## src/rtl/wb_arbiter_2m.sv

```systemverilog
// ---------------------------------------------------------------------------
// wb_arbiter_2m
//   Two-master, one-slave Wishbone arbiter. m0 is the host controller, m1 is
//   the core. A three-state FSM (IDLE / GRANT0 / GRANT1) owns the slave bus;
//   ties from IDLE go to the master that did not hold the bus last. The
//   granted master keeps the bus for as long as it holds cyc, and on release
//   the bus is handed straight to a waiting master without an idle cycle.
//
//   Optional stall watchdog: define WB_ARB_TIMEOUT_EN. When enabled, a
//   counter tracks cycles with s_stb_o high and no s_ack_i. On reaching
//   TIMEOUT_CYCLES the granted master gets a one-cycle err pulse, the slave
//   cycle is dropped that cycle, and the FSM returns to IDLE. Without the
//   macro there is no counter and both err outputs are tied low.
//
// Ports
//   clk, rst                  clock, asynchronous active-high reset
//   m0_*_i / m1_*_i           master requests: cyc, stb, we, addr, data
//   m0_data_o / m1_data_o     read data (both driven from s_data_i)
//   m0_ack_o / m1_ack_o       acknowledge, granted master only
//   m0_err_o / m1_err_o       watchdog timeout pulse
//   s_cyc_o .. s_data_o       slave-side request, muxed from granted master
//   s_data_i, s_ack_i         slave read data and acknowledge
//   grant_o                   registered one-hot grant {m1,m0}, 00 when idle
// ---------------------------------------------------------------------------
module wb_arbiter_2m #(
  parameter int ADDR_WIDTH     = 32,
  parameter int DATA_WIDTH     = 32,
  parameter int TIMEOUT_CYCLES = 255
) (
  input  logic                  clk,
  input  logic                  rst,
  input  logic                  m0_cyc_i,
  input  logic                  m0_stb_i,
  input  logic                  m0_we_i,
  input  logic [ADDR_WIDTH-1:0] m0_addr_i,
  input  logic [DATA_WIDTH-1:0] m0_data_i,
  output logic [DATA_WIDTH-1:0] m0_data_o,
  output logic                  m0_ack_o,
  output logic                  m0_err_o,
  input  logic                  m1_cyc_i,
  input  logic                  m1_stb_i,
  input  logic                  m1_we_i,
  input  logic [ADDR_WIDTH-1:0] m1_addr_i,
  input  logic [DATA_WIDTH-1:0] m1_data_i,
  output logic [DATA_WIDTH-1:0] m1_data_o,
  output logic                  m1_ack_o,
  output logic                  m1_err_o,
  output logic                  s_cyc_o,
  output logic                  s_stb_o,
  output logic                  s_we_o,
  output logic [ADDR_WIDTH-1:0] s_addr_o,
  output logic [DATA_WIDTH-1:0] s_data_o,
  input  logic [DATA_WIDTH-1:0] s_data_i,
  input  logic                  s_ack_i,
  output logic [1:0]            grant_o
);

  typedef enum logic [1:0] {
    IDLE   = 2'd0,
    GRANT0 = 2'd1,
    GRANT1 = 2'd2
  } state_t;

  state_t state;
  logic   last_grant;   // 0: m0 held the bus last, 1: m1 held it last
  logic   timeout;      // watchdog fired this cycle

  // Unmasked request of the granted master
  logic                  sel_cyc;
  logic                  sel_stb;
  logic                  sel_we;
  logic [ADDR_WIDTH-1:0] sel_addr;
  logic [DATA_WIDTH-1:0] sel_data;

  always_comb begin
    sel_cyc  = 1'b0;
    sel_stb  = 1'b0;
    sel_we   = 1'b0;
    sel_addr = '0;
    sel_data = '0;
    case (state)
      GRANT0: begin
        sel_cyc  = m0_cyc_i;
        sel_stb  = m0_stb_i;
        sel_we   = m0_we_i;
        sel_addr = m0_addr_i;
        sel_data = m0_data_i;
      end
      GRANT1: begin
        sel_cyc  = m1_cyc_i;
        sel_stb  = m1_stb_i;
        sel_we   = m1_we_i;
        sel_addr = m1_addr_i;
        sel_data = m1_data_i;
      end
      default: ;
    endcase
  end

  // The watchdog cycle kills cyc/stb so the slave sees the transfer abandoned
  assign s_cyc_o  = sel_cyc & ~timeout;
  assign s_stb_o  = sel_stb & ~timeout;
  assign s_we_o   = sel_we;
  assign s_addr_o = sel_addr;
  assign s_data_o = sel_data;

  assign m0_data_o = s_data_i;
  assign m1_data_o = s_data_i;

  // Acks gated by the current grant, so an ack arriving in IDLE goes nowhere
  assign m0_ack_o = s_ack_i & (state == GRANT0) & ~timeout;
  assign m1_ack_o = s_ack_i & (state == GRANT1) & ~timeout;

  assign m0_err_o = timeout & (state == GRANT0);
  assign m1_err_o = timeout & (state == GRANT1);

`ifdef WB_ARB_TIMEOUT_EN
  localparam int CNT_W = (TIMEOUT_CYCLES < 2) ? 1 : $clog2(TIMEOUT_CYCLES + 1);

  logic [CNT_W-1:0] stall_cnt;
  logic             release_bus;

  assign timeout = (state != IDLE) && (stall_cnt == CNT_W'(TIMEOUT_CYCLES));

  // Any way out of a grant state counts as a grant change
  assign release_bus = timeout ||
                       ((state == GRANT0) && !m0_cyc_i) ||
                       ((state == GRANT1) && !m1_cyc_i);

  always_ff @(posedge clk or posedge rst) begin
    if (rst) begin
      stall_cnt <= '0;
    end else if ((state == IDLE) || release_bus || s_ack_i) begin
      stall_cnt <= '0;
    end else if (sel_stb) begin
      stall_cnt <= stall_cnt + CNT_W'(1);
    end
  end
`else
  logic unused_timeout_cfg;
  assign unused_timeout_cfg = |TIMEOUT_CYCLES;
  assign timeout = 1'b0;
`endif

  always_ff @(posedge clk or posedge rst) begin
    if (rst) begin
      state      <= IDLE;
      grant_o    <= 2'b00;
      last_grant <= 1'b1;
    end else begin
      case (state)
        IDLE: begin
          // On a tie the master that did not own the bus last wins
          if (m0_cyc_i && (!m1_cyc_i || last_grant)) begin
            state   <= GRANT0;
            grant_o <= 2'b01;
          end else if (m1_cyc_i) begin
            state   <= GRANT1;
            grant_o <= 2'b10;
          end
        end
        GRANT0: begin
          if (timeout) begin
            state      <= IDLE;
            grant_o    <= 2'b00;
            last_grant <= 1'b0;
          end else if (!m0_cyc_i) begin
            last_grant <= 1'b0;
            if (m1_cyc_i) begin
              state   <= GRANT1;
              grant_o <= 2'b10;
            end else begin
              state   <= IDLE;
              grant_o <= 2'b00;
            end
          end
        end
        GRANT1: begin
          if (timeout) begin
            state      <= IDLE;
            grant_o    <= 2'b00;
            last_grant <= 1'b1;
          end else if (!m1_cyc_i) begin
            last_grant <= 1'b1;
            if (m0_cyc_i) begin
              state   <= GRANT0;
              grant_o <= 2'b01;
            end else begin
              state   <= IDLE;
              grant_o <= 2'b00;
            end
          end
        end
        default: begin
          state   <= IDLE;
          grant_o <= 2'b00;
        end
      endcase
    end
  end

endmodule

```

## config.mk

```make
export PLATFORM = sky130hd
export DESIGN_NAME = wb_arbiter_2m
export DESIGN_NICKNAME = d
export VERILOG_FILES = /design/src/rtl/wb_arbiter_2m.sv
export SDC_FILE = /design/constraint.sdc
export NUM_CORES = 1
export LEC_CHECK = 0
export ABC_AREA = 1
export CAP_MARGIN = 20
export CORE_AREA = 4 4 116 118
export DETAILED_ROUTE_END_ITERATION = 10
export DIE_AREA = 0 0 120 122
export PLACE_DENSITY = 0.68
export SLEW_MARGIN = 20
export SYNTH_ARGS = -nofsm -noshare
export SYNTH_HDL_FRONTEND = slang
export SYNTH_SLANG_ARGS = --single-unit
```

## constraint.sdc

```tcl
create_clock -name clk -period 2.8 [get_ports clk]
set_clock_uncertainty 0.1 [all_clocks]
set_input_delay 0.56 -clock clk [delete_from_list [all_inputs] [get_ports clk]]
set_output_delay 0.56 -clock clk [all_outputs]
set_load 0.02 [all_outputs]
```

==> results.yml <==
drt:
  firstDrtPassIters: 4
  via_per_inst: 3.81
  antenna_left: 0
  drt-total-wl_um: 8360
  wl_per_cell_um: 13.2
  vias: 2417
  remaining_drc_errors: 0
  drt_iter0_drc: 118
yosys:
  yosysWarningCount: 0
  ys_seq_area_share_pct: 4.34
  syn_area_sq_um: 1760
  netlist_instances: 331
  synth_seq_cells: 3
  synth_cell_type_count: 17
  syn_area_per_cell_sq_um: 5.31
cells_and_area:
  layout_common_cells: "nand2_1, clkdlybuf4s50_1, a21oi_1"
  fin_nets: 638
  syn2layout_area_growth_pct: 114
  final_common_cell: "nand2_1"
  fillers: 1345
  drive_gt1_share_pct: 3.89
  utilization_pct: 30.2
  diodes: 0
clocking:
  h-tree-depth: 1
  postCtsSetupBuffers: 0
  cts_tree: "yes"
  clkTransAtPathRegs_ns: 0.03
  cts_made_buffers: 3
  root_buffer: "clkbuf_16"
  cts.sink_count: 3
  holdBufCountCts: 0
  cts_buffer_depth: 2
  clkLatencyLatePin_ns: 0.22
setup_path:
  cpMaxStageDelayCell: "clkdlybuf4s50_1"
  start_kind: "register"
  crit_buf_inv: 4
  r2r-start: "state[0]$_DFFE_PP0P_"
  r2r_cells: 9
  r2r_end: "state[1]$_DFFE_PP0P_"
  path_cells: "inv_1 > ha_2 > buf_12 > nand2_1 > inv_1 > clkdlybuf4s50_1"
  arrival_ns: 1.92
  path_class: "register to primary output"
  worstPathRequired_ns: 2.14
  crit_fanout: 37
  endpoint_kind: "primary output"
  rrSetupSlack_ns: 1.36
  critPathTopFamily: "buffers and inverters"
  critPathMaxStageDelay_ns: 0.60
  critical_path.most_common_cell: "inv_1"
global_route:
  grt_pass1_vias: 2261
  grt_pass1_wl_um: 11700
  antenna_found_initial: 0
  grt_max_degree: 68
  grt_usage_pct: 9.65
  gr-total-overflow: 0
pwr:
  peakVddDrop_mv: 0.839
  p_leak_nw: 2.40
  p_per_area_nw_per_um2: 719
die:
  dieHeight_um: 122
  ios: 306
  dieArea_sq_um: 14600
  coreArea_sq_um: 12500
  start_util_pct: 14.1
  rows: 41
  die_x_um: 120
sta:
  tns_ns: 0
  period_minus_slack_ns: 2.58
  maxSlewViolCount: 0
  fin_crit_sh_pct: 92.1
  setup_viol: 0
  hold_viol: 0
  grt_setup_unrepaired: "no"
  fmax_mhz: 388
min_path:
  min_path_type: "register to register"
  holdCritStartpoint: "last_grant$_DFFE_PP1P_"
  hold_depth: 2
  worstHoldEndpoint: "last_grant$_DFFE_PP1P_"
status:
  run_status: "finished clean"
place:
  hpwl_um: 6600
  place.gp.congestion: 0.781
  io_buffer_count: 207
run:
  maxCapViolations: 0
## worst reg2reg max path, stage by stage (launching register included)
cell and delay [ns]:
dfrtp_1 0.42, inv_1 0.12, ha_1 0.26, nand2_1 0.07
nand2_1 0.09, inv_2 0.05, nand2_2 0.07, nor2_2 0.04
nand2_1 0.05, nand2_1 0.06
## power breakdown
| part | switching (mW) | leakage, nW | internal, mW |
|---|---|---|---|
| logic | 1.39 | 2.33 | 1.01 |
| clock network | 0.0401 | 0.0382 | 0.188 |
| registers | 0.0144 | 0.0360 | 0.0676 |
## stage by stage
stage / total power, mW / std cells / worst slack [ns] / instance area (sq um) / hold WS [ns]
final: 2.71 / 635 / 0.220 / 3770 / 0.378
after global routing: 2.92 / 635 / 0.139 / 3770 / 0.414
after CTS: 2.81 / 635 / 0.0132 / 3610 / 0.380
after detailed placement: 2.58 / 631 / 0.133 / 3530 / 0.373
after global placement: 2.57 / 631 / 0.124 / 3530 / 0.372
after floorplan: 1.59 / 332 / 0.533 / 1760 / 0.213
## kinds of logic (layout without fill, tap and decap cells)
logic type,after synthesis,in the layout,synth area share (%)
AO/OA/AOI/OAI,67,67,19.1
adder cells (fa/ha/maj),5,5,3.56
buffers and inverters,97,228,38.7
flip-flops,3,3,4.34
other,1,2,0.213
AND/OR/NAND/NOR,158,158,34.1
## worst max-delay path by stage
stage                     slack [ns]      endpoint                  from  depth (start not counted)
after floorplan                 0.53  s_addr_o[11]  state[0]$_DFFE_PP0P_                          6
after CTS                       0.01   s_data_o[5]  state[0]$_DFFE_PP0P_                          6
final                           0.22      m0_ack_o  state[1]$_DFFE_PP0P_                          6
after global routing            0.14  s_addr_o[23]  state[0]$_DFFE_PP0P_                          6
after detailed placement        0.13       s_cyc_o              m0_cyc_i                          6
after global placement          0.12       s_cyc_o              m0_cyc_i                          6
## state kept, by name (all words and copies together) (netlist names)
name	cells
state	2
last_grant	1
## routing by layer
layer	up-vias	routed length [um]	track usage (%)
li1	1228	-	-
met1	1019	2930	10.1
met2	140	4200	17.5
met3	30	1030	4.22
met4	0	203	3.01
met5	-	0	0
## cells in the mapped netlist (all sizes together)
library cell | instances | area [sq um]
a21oi | 66 | 330
buf | 84 | 632
clkbuf | 4 | 15.0
conb | 1 | 3.75
dfrtp | 2 | 50.1
dfstp | 1 | 26.3
ha | 5 | 62.6
inv | 9 | 33.8
nand2 | 153 | 577
nand3 | 2 | 10.0
nor2 | 3 | 13.8
o21ai | 1 | 5.00
## layout make-up
| type | count | area [sq um] | share of cell area [%] |
|---|---|---|---|
| multi-input combinational | 232 | 1010 | 26.8 |
| clock buffer | 4 | 78.8 | 2.09 |
| inverter | 9 | 33.8 | 0.897 |
| tap | 172 | 215 | 5.71 |
| sequential | 3 | 76.3 | 2.03 |
| timing repair buffer | 215 | 2350 | 62.4 |
## timing repair
item / CTS / global route
setup endpoints to repair: 3 / 64
endpoints found under the hold margin: 0 / 0
pin swaps: 0 / 0
gates resized for setup: 3 / 64
cloned: 0 / 0
Power figures use the tool's default switching activity.
